--- src/rtl/pdh_dma_pkg.sv ---
// Shared types and defaults for the PDH DMA frame-capture path.
// Optional build macro used by the capture block: PDH_FRAME_TEST_PATTERN_EN.
package pdh_dma_pkg;

  localparam int DATA_WIDTH_DEF = 64;
  localparam int DEC_WIDTH_DEF  = 26;

  // Capture sequencer states
  typedef enum logic [1:0] {
    ST_IDLE    = 2'd0,
    ST_CAPTURE = 2'd1,
    ST_DRAIN   = 2'd2,
    ST_DONE    = 2'd3
  } cap_state_e;

  // One buffered stream beat: frame-end tag plus payload
  typedef struct packed {
    logic                      tlast;
    logic [DATA_WIDTH_DEF-1:0] tdata;
  } fifo_entry_t;

endpackage

--- src/rtl/pdh_sync_fifo.sv ---
// Single-clock first-word-fall-through FIFO carrying a tlast tag per entry.
// flush empties the FIFO at the next edge; tag_tail sets the tlast tag of
// the most recently written entry (used when the frame-end sample is dropped).
// DEPTH must be a power of two and at least 2.
module pdh_sync_fifo #(
  parameter int DATA_WIDTH = 64,
  parameter int DEPTH      = 16
) (
  input  logic                  clk,
  input  logic                  rst_i,
  input  logic                  flush,
  input  logic                  wr_en,
  input  logic [DATA_WIDTH-1:0] wr_data,
  input  logic                  wr_last,
  input  logic                  tag_tail,
  input  logic                  rd_en,
  output logic [DATA_WIDTH-1:0] rd_data,
  output logic                  rd_last,
  output logic                  full,
  output logic                  empty
);

  localparam int AW = $clog2(DEPTH);

  logic [AW:0]           wr_ptr;
  logic [AW:0]           rd_ptr;
  logic [AW-1:0]         wr_idx;
  logic [AW-1:0]         rd_idx;
  logic [AW-1:0]         tail_idx;
  logic [DATA_WIDTH-1:0] mem_data [DEPTH];
  logic                  mem_last [DEPTH];
  logic                  do_wr;
  logic                  do_rd;

  assign wr_idx   = wr_ptr[AW-1:0];
  assign rd_idx   = rd_ptr[AW-1:0];
  assign tail_idx = wr_idx - 1'b1;

  assign empty = (wr_ptr == rd_ptr);
  assign full  = (wr_ptr[AW] != rd_ptr[AW]) && (wr_idx == rd_idx);

  // A write into a full FIFO is only accepted when the head leaves in the same cycle
  assign do_rd = rd_en && !empty;
  assign do_wr = wr_en && (!full || do_rd);

  // Head entry is presented combinationally (fall-through)
  assign rd_data = mem_data[rd_idx];
  assign rd_last = mem_last[rd_idx];

  // Read/write pointers; flush discards everything buffered
  always_ff @(posedge clk or posedge rst_i) begin
    if (rst_i) begin
      wr_ptr <= '0;
      rd_ptr <= '0;
    end else if (flush) begin
      wr_ptr <= '0;
      rd_ptr <= '0;
    end else begin
      if (do_wr) wr_ptr <= wr_ptr + 1'b1;
      if (do_rd) rd_ptr <= rd_ptr + 1'b1;
    end
  end

  // Storage array; contents are only observed while the entry is occupied
  always_ff @(posedge clk) begin
    if (do_wr && !flush) begin
      mem_data[wr_idx] <= wr_data;
      mem_last[wr_idx] <= wr_last;
    end
    if (tag_tail && !empty && !flush) begin
      mem_last[tail_idx] <= 1'b1;
    end
  end

endmodule

--- src/rtl/pdh_frame_capture.sv ---
// PDH frame capture: decimates the sample bus, buffers it and emits one
// fixed-length AXI4-Stream frame per rising edge of enable_i.
// Optional build macro: PDH_FRAME_TEST_PATTERN_EN adds test_pattern_i, which
// replaces the payload with {frame_idx, sample_cnt}.
//
// Stream handshake: m_axis_tvalid is high whenever a beat is buffered; a beat
// transfers on a cycle where tvalid && tready are both high, and tdata/tlast
// hold steady while tvalid is high and tready is low.
module pdh_frame_capture
  import pdh_dma_pkg::*;
#(
  parameter int DATA_WIDTH = DATA_WIDTH_DEF,
  parameter int DEC_WIDTH  = DEC_WIDTH_DEF,
  parameter int FRAME_LEN  = 2048,
  parameter int FIFO_DEPTH = 16
) (
  input  logic                  clk,
  input  logic                  rst_i,
  input  logic                  enable_i,
  input  logic [DEC_WIDTH-1:0]  decimation_code_i,
  input  logic [DATA_WIDTH-1:0] sample_i,
`ifdef PDH_FRAME_TEST_PATTERN_EN
  input  logic                  test_pattern_i,
`endif
  output logic [DATA_WIDTH-1:0] m_axis_tdata,
  output logic                  m_axis_tvalid,
  input  logic                  m_axis_tready,
  output logic                  m_axis_tlast,
  output logic                  engaged_o,
  output logic                  finished_o,
  output logic                  overflow_o
);

  localparam int             CNT_W    = $clog2(FRAME_LEN);
  localparam logic [CNT_W-1:0] LAST_IDX = CNT_W'(FRAME_LEN - 1);

  cap_state_e            state;
  logic                  enable_q;
  logic [DEC_WIDTH-1:0]  dec_n;
  logic [DEC_WIDTH-1:0]  dec_cnt;
  logic [CNT_W-1:0]      sample_cnt;
  logic                  engaged_q;
  logic                  finished_q;
  logic                  overflow_q;
`ifdef PDH_FRAME_TEST_PATTERN_EN
  logic                  tp_mode;
  logic [31:0]           frame_idx;
`endif

  logic                  fifo_full;
  logic                  fifo_empty;
  logic [DATA_WIDTH-1:0] fifo_rd_data;
  logic                  fifo_rd_last;
  logic                  abort;
  logic                  push_req;
  logic                  last_push;
  logic                  pop;
  logic                  wr_en;
  logic                  drop;
  logic                  tag_tail;
  logic [DATA_WIDTH-1:0] push_data;

  // Capture-side control decisions for the current cycle
  assign abort     = ((state == ST_CAPTURE) || (state == ST_DRAIN)) && !enable_i;
  assign push_req  = (state == ST_CAPTURE) && enable_i && (dec_cnt == '0);
  assign last_push = (sample_cnt == LAST_IDX);
  assign pop       = m_axis_tvalid && m_axis_tready;
  assign wr_en     = push_req && (!fifo_full || pop);
  assign drop      = push_req && fifo_full && !pop;
  assign tag_tail  = drop && last_push;

`ifdef PDH_FRAME_TEST_PATTERN_EN
  assign push_data = tp_mode ? DATA_WIDTH'({frame_idx, 32'(sample_cnt)}) : sample_i;
`else
  assign push_data = sample_i;
`endif

  pdh_sync_fifo #(
    .DATA_WIDTH (DATA_WIDTH),
    .DEPTH      (FIFO_DEPTH)
  ) u_fifo (
    .clk      (clk),
    .rst_i    (rst_i),
    .flush    (abort),
    .wr_en    (wr_en),
    .wr_data  (push_data),
    .wr_last  (last_push),
    .tag_tail (tag_tail),
    .rd_en    (pop),
    .rd_data  (fifo_rd_data),
    .rd_last  (fifo_rd_last),
    .full     (fifo_full),
    .empty    (fifo_empty)
  );

  // Stream outputs come straight from the FIFO head, forced to 0 when idle
  assign m_axis_tvalid = !fifo_empty;
  assign m_axis_tdata  = m_axis_tvalid ? fifo_rd_data : '0;
  assign m_axis_tlast  = m_axis_tvalid && fifo_rd_last;

  assign engaged_o  = engaged_q;
  assign finished_o = finished_q;
  assign overflow_o = overflow_q;

  // Capture sequencer with registered status outputs
  always_ff @(posedge clk or posedge rst_i) begin
    if (rst_i) begin
      state      <= ST_IDLE;
      enable_q   <= 1'b0;
      dec_n      <= DEC_WIDTH'(1);
      dec_cnt    <= '0;
      sample_cnt <= '0;
      engaged_q  <= 1'b0;
      finished_q <= 1'b0;
      overflow_q <= 1'b0;
`ifdef PDH_FRAME_TEST_PATTERN_EN
      tp_mode    <= 1'b0;
      frame_idx  <= '0;
`endif
    end else begin
      enable_q <= enable_i;
      case (state)
        ST_IDLE: begin
          if (enable_i && !enable_q) begin
            dec_n      <= (decimation_code_i == '0) ? DEC_WIDTH'(1) : decimation_code_i;
            dec_cnt    <= '0;
            sample_cnt <= '0;
            overflow_q <= 1'b0;
            engaged_q  <= 1'b1;
            state      <= ST_CAPTURE;
`ifdef PDH_FRAME_TEST_PATTERN_EN
            tp_mode    <= test_pattern_i;
`endif
          end
        end
        ST_CAPTURE: begin
          if (!enable_i) begin
            engaged_q <= 1'b0;
            state     <= ST_IDLE;
          end else begin
            dec_cnt <= (dec_cnt == dec_n - 1'b1) ? '0 : dec_cnt + 1'b1;
            if (push_req) begin
              sample_cnt <= sample_cnt + 1'b1;
              if (drop) overflow_q <= 1'b1;
              if (last_push) state <= ST_DRAIN;
            end
          end
        end
        ST_DRAIN: begin
          if (!enable_i) begin
            engaged_q <= 1'b0;
            state     <= ST_IDLE;
          end else if (pop && fifo_rd_last) begin
            engaged_q  <= 1'b0;
            finished_q <= 1'b1;
            state      <= ST_DONE;
`ifdef PDH_FRAME_TEST_PATTERN_EN
            frame_idx  <= frame_idx + 1'b1;
`endif
          end
        end
        ST_DONE: begin
          if (!enable_i) begin
            finished_q <= 1'b0;
            state      <= ST_IDLE;
          end
        end
        default: state <= ST_IDLE;
      endcase
    end
  end

endmodule

--- config.mk ---
export PLATFORM = sky130hd
export DESIGN_NAME = pdh_frame_capture
export DESIGN_NICKNAME = d
export VERILOG_FILES = /design/src/rtl/pdh_dma_pkg.sv /design/src/rtl/pdh_sync_fifo.sv /design/src/rtl/pdh_frame_capture.sv
export SDC_FILE = /design/constraint.sdc
export NUM_CORES = 1
export LEC_CHECK = 0
export ABC_AREA = 0
export BUFFER_PORTS_ARGS = -buffer_cell sky130_fd_sc_hd__buf_2
export CAP_MARGIN = 5
export CORE_ASPECT_RATIO = 0.8
export CORE_MARGIN = 2
export CORE_UTILIZATION = 49
export DETAILED_ROUTE_END_ITERATION = 10
export PLACE_DENSITY = 0.68
export SYNTH_ARGS = -nofsm -noshare
export SYNTH_HDL_FRONTEND = slang
export SYNTH_SLANG_ARGS = --single-unit
--- constraint.sdc ---
create_clock -name clk -period 6.12 [get_ports clk]
set_input_delay 0.306 -clock clk [delete_from_list [all_inputs] [get_ports clk]]
set_output_delay 0.306 -clock clk [all_outputs]
set_load 0.02 [all_outputs]
==> flow_summary_export.csv, run 1 <==
group,metric,value,unit
power,power.total,20.94,mW
sta,period_minus_slack,4502,ps
worst_setup_path,worstReg2RegStart,"dec_cnt[0]$_DFFE_PP0P_",
layout,post-route-util,57.19,%
power,power.density,408.0,nW/um^2
global_routing,grt_pass1_wl,148100,um
cts,clock_path_buffers,3,
sta,period_share,73.56,%
floorplanning,start_util,49.67,%
cts,clock_sinks,1119,
worst_setup_path,critPathLaunchType,"register",
worst_hold_path,min_path_cells,1,
layout,final_layout_size_suffix_gt1_share,29.58,%
logic_synthesis,muxShareOfSynthArea,17.14,%
global_routing,grt_max_degree,170,
worst_setup_path,required,5810,ps
worst_setup_path,r2r_cells,10,
cts,cts_root_buffer,"clkbuf_16",
global_routing,track_usage,21.36,%
worst_setup_path,r2r_setup_slack,2060,ps
worst_setup_path,cp.arrival,4200,ps
floorplanning,ios,163,
power,seqPwrFrac,43.2,%
logic_synthesis,synth_compound_area_share,1.650,%
place,dp_hpwl,51580,um
logic_synthesis,async_reset_ff_share,7.060,%
layout,final_cells,3676,
worst_setup_path,critical_path_class,"reg2out",
logic_synthesis,ys_ff_latch,1119,
logic_synthesis,synth_xor_area_share,1.041,%
routing,antenna_left,0,
routing,wl_per_cell,26.89,um
place,place_congestion,0.8326,
logic_synthesis,yosysWarnings,0,
logic_synthesis,synth_top_flop_cell,"edfxtp_1",
floorplanning,core-area,89760,um^2
logic_synthesis,synth_area,44580,um^2
outcome,status,"complete, no violations",
sta,final_max_slew_viol_count,0,
logic_synthesis,synth_fa_ha_area_share,0.4210,%
routing,drcViolationCount,0,
sta,whs,35.31,ps
sta,tightestPinTransition,1317,ps
worst_hold_path,hold_class,"in2reg",
place,io_buffers,162,
worst_setup_path,critPathCaptureType,"output pin",
worst_hold_path,min-delay-start,"sample_i[10]",
layout,register_area,33220,um^2
layout,area_delta_synth_final,15.14,%
logic_synthesis,ys_types,65,
floorplanning,chipHeight,273.8,um
power,switching_power,6.144,mW
sta,tns,0,ps
cts,tritoncts,"built",
power,p_clk_share,30.8,%
power,p_leak,16.54,nW
global_routing,antenna_found_initial,7,
layout,layout.nets,2495,
layout,multi_input_area,10980,um^2
sta,rsz0062_at_grt,"false",
routing,first_iter_violations,2326,
power,p_int,14.80,mW
sta,max_slew_margin,12.23,%
cts,path_clk_slew,60,ps
logic_synthesis,syn_inst,2116,
cts,cts_buffers,106,
routing,vias,22160,
layout,nFillCells,6561,
logic_synthesis,yosys.area_share.simple,4.050,%
power,ir_drop,274.8,uV
logic_synthesis,syn-mean-instance-area,21.07,um^2
logic_synthesis,synth_edf_count,1040,
routing,viasPerCell,6.028,
sta,hold_viol,0,
logic_synthesis,synth_nets,2225,
power,switching_share,29.34,%
floorplanning,fp.dieW,341.2,um
cts,post_cts_buffers,0,
logic_synthesis,seq_area_frac_synth,74.49,%
flow_run,cap_violations,0,
cts,clk_latency,690,ps
worst_setup_path,critPathLaunch,"u_fifo.rd_ptr[1]$_DFFE_PP0P_",
sta,fmax,222.1,MHz
global_routing,gr-total-overflow,0,
place,dpl.cell_count,3391,
sta,final-setup-viol-count,0,
logic_synthesis,synth_top_family_by_area,"multiplexers",
sta,skew,50.29,ps
floorplanning,row_count,98,
cts,h-tree-depth,3,
global_routing,grt_pass1_vias,22890,
power,power_frac_comb,26.0,%
worst_setup_path,crit_fanout,169,
routing,drt_wl_total,98830,um
floorplanning,dieArea,93420,um^2
routing,firstDrtPassIters,5,
[worst max-delay path, cell delays in order (launching register included)]
cell and delay (ps):
dfrtp_4 950, buf_12 690, mux4_2 410, mux4_2 230, nor2b_1 470, buf_2 270
[cells in the mapped netlist, types with 5 or more instances]
master    count  share of area, %
nor3b_1      11              0.19
nor2b_1      70              0.98
mux2_2       27              0.68
mux4_2      324                16
inv_1        16              0.13
a31oi_1       5             0.070
xor2_1       20              0.39
a21o_1       22              0.37
or3_1         6             0.084
nand2_1      40              0.34
nand2b_1      5             0.070
and3_1       18              0.25
nor3_1       23              0.26
o21ai_1       5             0.056
xnor2_1      33              0.65
buf_1        34              0.29
nand3_1      21              0.24
a211o_1       6              0.12
clkbuf_1     77              0.65
nor4_1       20              0.28
dfrtp_1      78               4.4
nand4_1      15              0.21
ha_1         15              0.42
edfxtp_1   1040                70
nor2_1       80              0.67
o21ai_0      30              0.34
a21oi_1      12              0.13
[metal layers]
layer	global-route usage, %	up-vias	wire [um]
li1	-	9312	-
met2	34.32	798	48100
met4	5.634	10	2295
met5	0	-	57
met1	30.66	11880	41870
met3	3.694	163	6508
[power groups by stage]
stage	Sequential, mW	Clock, mW	Combinational (mW)
floorplan	8.97	0	3.95
detailed placement	9.20	0	5.49
global placement	9.19	0	5.46
CTS	9.04	6.58	5.56
global route	9.09	6.86	5.84
finish	9.04	6.46	5.44
[per-stage QoR]
| stage | cell area (um^2) | setup slack [ps] |
|---|---|---|
| global route | 51330 | 1522 |
| CTS | 51330 | 1679 |
| finish | 51330 | 1618 |
| floorplan | 44600 | 1137 |
| global placement | 47020 | 2047 |
| detailed placement | 47020 | 2069 |
[cells by family after synthesis]
kind of cell / count (synthesis)
AO/OA/AOI/OAI: 108
XOR/XNOR: 53
AND/OR/NAND/NOR: 332
buffers and inverters: 134
flip-flops: 1119
multiplexers: 355
adder cells (fa/ha/maj): 15
[layout by cell type, fill, tap and decap left out, drive strengths merged, types with 40 or more instances in the layout]
master / Yosys / final
edfxtp: 1040 / 1040
mux4: 324 / 324
buf: 41 / 193
clkbuf: 77 / 136
dlygate4sd3: 0 / 87
nor2: 81 / 81
dfrtp: 78 / 78
nor2b: 70 / 70
clkinv: 0 / 45
nand2: 40 / 40
[final cells by class]
type	count	share of cell area, %
tap	1200	2.925
multi-input combinational	863	21.39
inverter	16	0.1194
clock buffer	136	5.426
antenna	1	0.004875
clock inverter	61	1.268
timing repair buffer	280	4.144
sequential	1119	64.73
[final timing paths]
path | endpoint
worst min-delay path | u_fifo.mem_data[11][10]$_DFFE_PP_
worst max register to register | u_fifo.mem_data[3][32]$_DFFE_PP_
worst min register to register | sample_cnt[1]$_DFFE_PP0P_
max in group asynchronous | u_fifo.rd_ptr[3]$_DFFE_PP0P_
min in group asynchronous | overflow_o$_DFFE_PP0P_
worst max-delay path | m_axis_tdata[19]
[registers in the layout (all words and copies together) (netlist names)]
name / cells
u_fifo.mem_last: 16
u_fifo.rd_ptr: 5
engaged_o: 1
dec_cnt: 26
u_fifo.wr_ptr: 5
finished_o: 1
state: 2
dec_n: 26
u_fifo.mem_data: 1024
sample_cnt: 11
enable_q: 1
overflow_o: 1
[what timing repair did]
item / 4_1_cts / 5_1_grt
gates resized for setup: 0 / 0
endpoints found under the setup margin: 0 / 0
endpoints found under the hold margin: 921 / 0
hold buffers: 87 / 0
Power figures use the tool's default switching activity.
==> run 2, diff against run 1 <==
Clock period 6.12 ns to 3.85 ns, I/O delays scaled along.
==> run 2 against run 1 <==
Global-route usage is 0.45 points lower. Sequential share of layout area is 0.46 points lower. Final cell count is 0.76% higher. Flip-flop and latch count stayed put. Non-clock buffer count is 32 higher. Critical path depth is 1 higher. Clock skew is 0.54 ps higher. Power is 58% higher. Largest cell class unchanged. Largest power group unchanged. Highest routed layer unchanged.
==> flow_summary_export.csv, run 2 (synthesis gave the netlist of run 1 again) <==
group,metric,value,unit
sta,final_max_slew_viol_count,0,
cts,cts_buffers,108,
place,io_buffers,162,
layout,layout.nets,2530,
cts,clk_latency,680,ps
worst_setup_path,r2r_setup_slack,270,ps
worst_hold_path,hold_class,"in2reg",
cts,clock_sinks,1119,
power,switching_share,29.26,%
worst_setup_path,crit_path_end,"m_axis_tdata[10]",
worst_setup_path,critPathCaptureType,"output pin",
cts,clock_path_buffers,3,
place,dp_hpwl,51370,um
power,power.density,642.0,nW/um^2
routing,drcViolationCount,0,
floorplanning,start_util,49.67,%
layout,final_layout_size_suffix_gt1_share,30.08,%
power,seqPwrFrac,42.7,%
power,p_leak,16.73,nW
sta,skew,50.83,ps
routing,first_iter_violations,2225,
layout,register_area,33220,um^2
routing,drt_wl_total,96700,um
power,p_clk_share,30.4,%
global_routing,grt_pass1_wl,145300,um
worst_setup_path,cp.arrival,3420,ps
layout,largest_reg_flops,1024,
global_routing,antenna_found_initial,7,
layout,layout_commonest_cell,"edfxtp_1",
worst_setup_path,critical_path_class,"reg2out",
sta,fmax,277.1,MHz
cts,path_clk_slew,60,ps
sta,rsz0062_at_grt,"false",
layout,regMostFlops,"u_fifo.mem_data",
worst_hold_path,min-delay-start,"m_axis_tready",
cts,h-tree-depth,3,
floorplanning,row_count,98,
floorplanning,core-area,89760,um^2
worst_setup_path,required,3660,ps
cts,cts_root_buffer,"clkbuf_16",
routing,firstDrtPassIters,5,
power,switching_power,9.711,mW
layout,mostFrequentLayoutCells,"edfxtp_1, mux4_2, buf_2",
power,p_int,23.48,mW
layout,reg_top3,"u_fifo.mem_data: 1024 flops, dec_cnt: 26 flops, dec_n: 26 flops",
layout,nFillCells,6550,
sta,period_minus_slack,3609,ps
worst_setup_path,r2r_cells,10,
routing,viasPerCell,5.946,
sta,final-setup-viol-count,0,
worst_hold_path,min_path_cells,5,
power,ir_drop,762.4,uV
floorplanning,dieArea,93420,um^2
routing,vias,22030,
routing,wl_per_cell,26.11,um
floorplanning,chipHeight,273.8,um
worst_setup_path,critPathLaunchType,"register",
sta,period_share,93.74,%
power,power_frac_comb,27.0,%
sta,tightestPinTransition,981.7,ps
floorplanning,fp.dieW,341.2,um
layout,area_delta_synth_final,15.97,%
floorplanning,ios,163,
global_routing,grt_max_degree,118,
sta,tns,0,ps
global_routing,track_usage,20.91,%
cts,post_cts_buffers,0,
place,place_congestion,0.8237,
sta,hold_viol,0,
global_routing,gr-total-overflow,0,
global_routing,grt_pass1_vias,22560,
flow_run,cap_violations,0,
sta,max_slew_margin,34.55,%
cts,tritoncts,"built",
outcome,status,"complete, no violations",
worst_setup_path,crit_fanout,28,
worst_setup_path,r2r_end,"u_fifo.mem_data[2][17]$_DFFE_PP_",
layout,multi_input_area,11010,um^2
routing,antenna_left,0,
worst_setup_path,worstReg2RegStart,"dec_cnt[0]$_DFFE_PP0P_",
sta,whs,130.1,ps
worst_setup_path,critPathLaunch,"u_fifo.rd_ptr[0]$_DFFE_PP0P_",
## run 2: power by group through the flow
stage               Sequential (mW)  Clock [mW]  Combinational (mW)
floorplan                      14.2           0                6.29
global placement               14.4           0                8.92
detailed placement             14.4           0                8.98
CTS                            14.2        10.3                9.11
global route                   14.2        10.7                9.63
finish                         14.2        10.1                8.95
## run 2: layer usage
layer  track usage (%)  part of all wire, %
met1             30.60                   43
met2             33.13                   49
met3             3.924                  6.1
met4             4.660                  1.6
met5                 0                0.053
## run 2: area by class of cell
| type | count | area share (%) |
|---|---|---|
| well taps | 1200 | 2.904 |
| multi-input cells | 864 | 21.30 |
| flip-flops and latches | 1119 | 64.27 |
| clock inverters | 64 | 1.089 |
| clock buffers | 128 | 5.414 |
| inverters | 16 | 0.1186 |
| repair buffers | 312 | 4.901 |
| diodes | 1 | 0.004841 |
## run 2: worst max-delay path, cell delays in order, from the launching register on
cell and delay (ps):
dfrtp_4 600, buf_4 400, buf_12 300, mux4_2 540
mux4_2 490, nor2b_1 200, buf_2 210
## run 2: repair_timing
item | CTS | global route
endpoints found under the setup margin | 0 | 24
hold endpoints to repair | 1106 | 0
hold buffers | 92 | 0
gates resized for setup | 0 | 4
## run 2: metrics by stage
step | power (mW) | std cells | area, um^2 | utilization [%] | worst slack (ps)
floorplan | 20.54 | 2116 | 44640 | - | -954.2
global placement | 23.30 | 3418 | 47370 | 52.78 | 289.8
detailed placement | 23.41 | 3418 | 47370 | 52.78 | 157.4
CTS | 33.57 | 3702 | 51650 | 57.55 | 114.4
global route | 34.59 | 3703 | 51690 | 57.59 | 9.350
finish | 33.19 | 3704 | 51700 | 57.60 | 241.0
## run 2: worst min path at each step
stage                              to  slack, ps
2_1_floorplan      enable_q$_DFF_PP0_        220
3_3_place_gp   overflow_o$_DFFE_PP0P_        440
3_5_place_dp   overflow_o$_DFFE_PP0P_        450
4_1_cts        overflow_o$_DFFE_PP0P_         80
5_1_grt        overflow_o$_DFFE_PP0P_        160
6_report       overflow_o$_DFFE_PP0P_        130
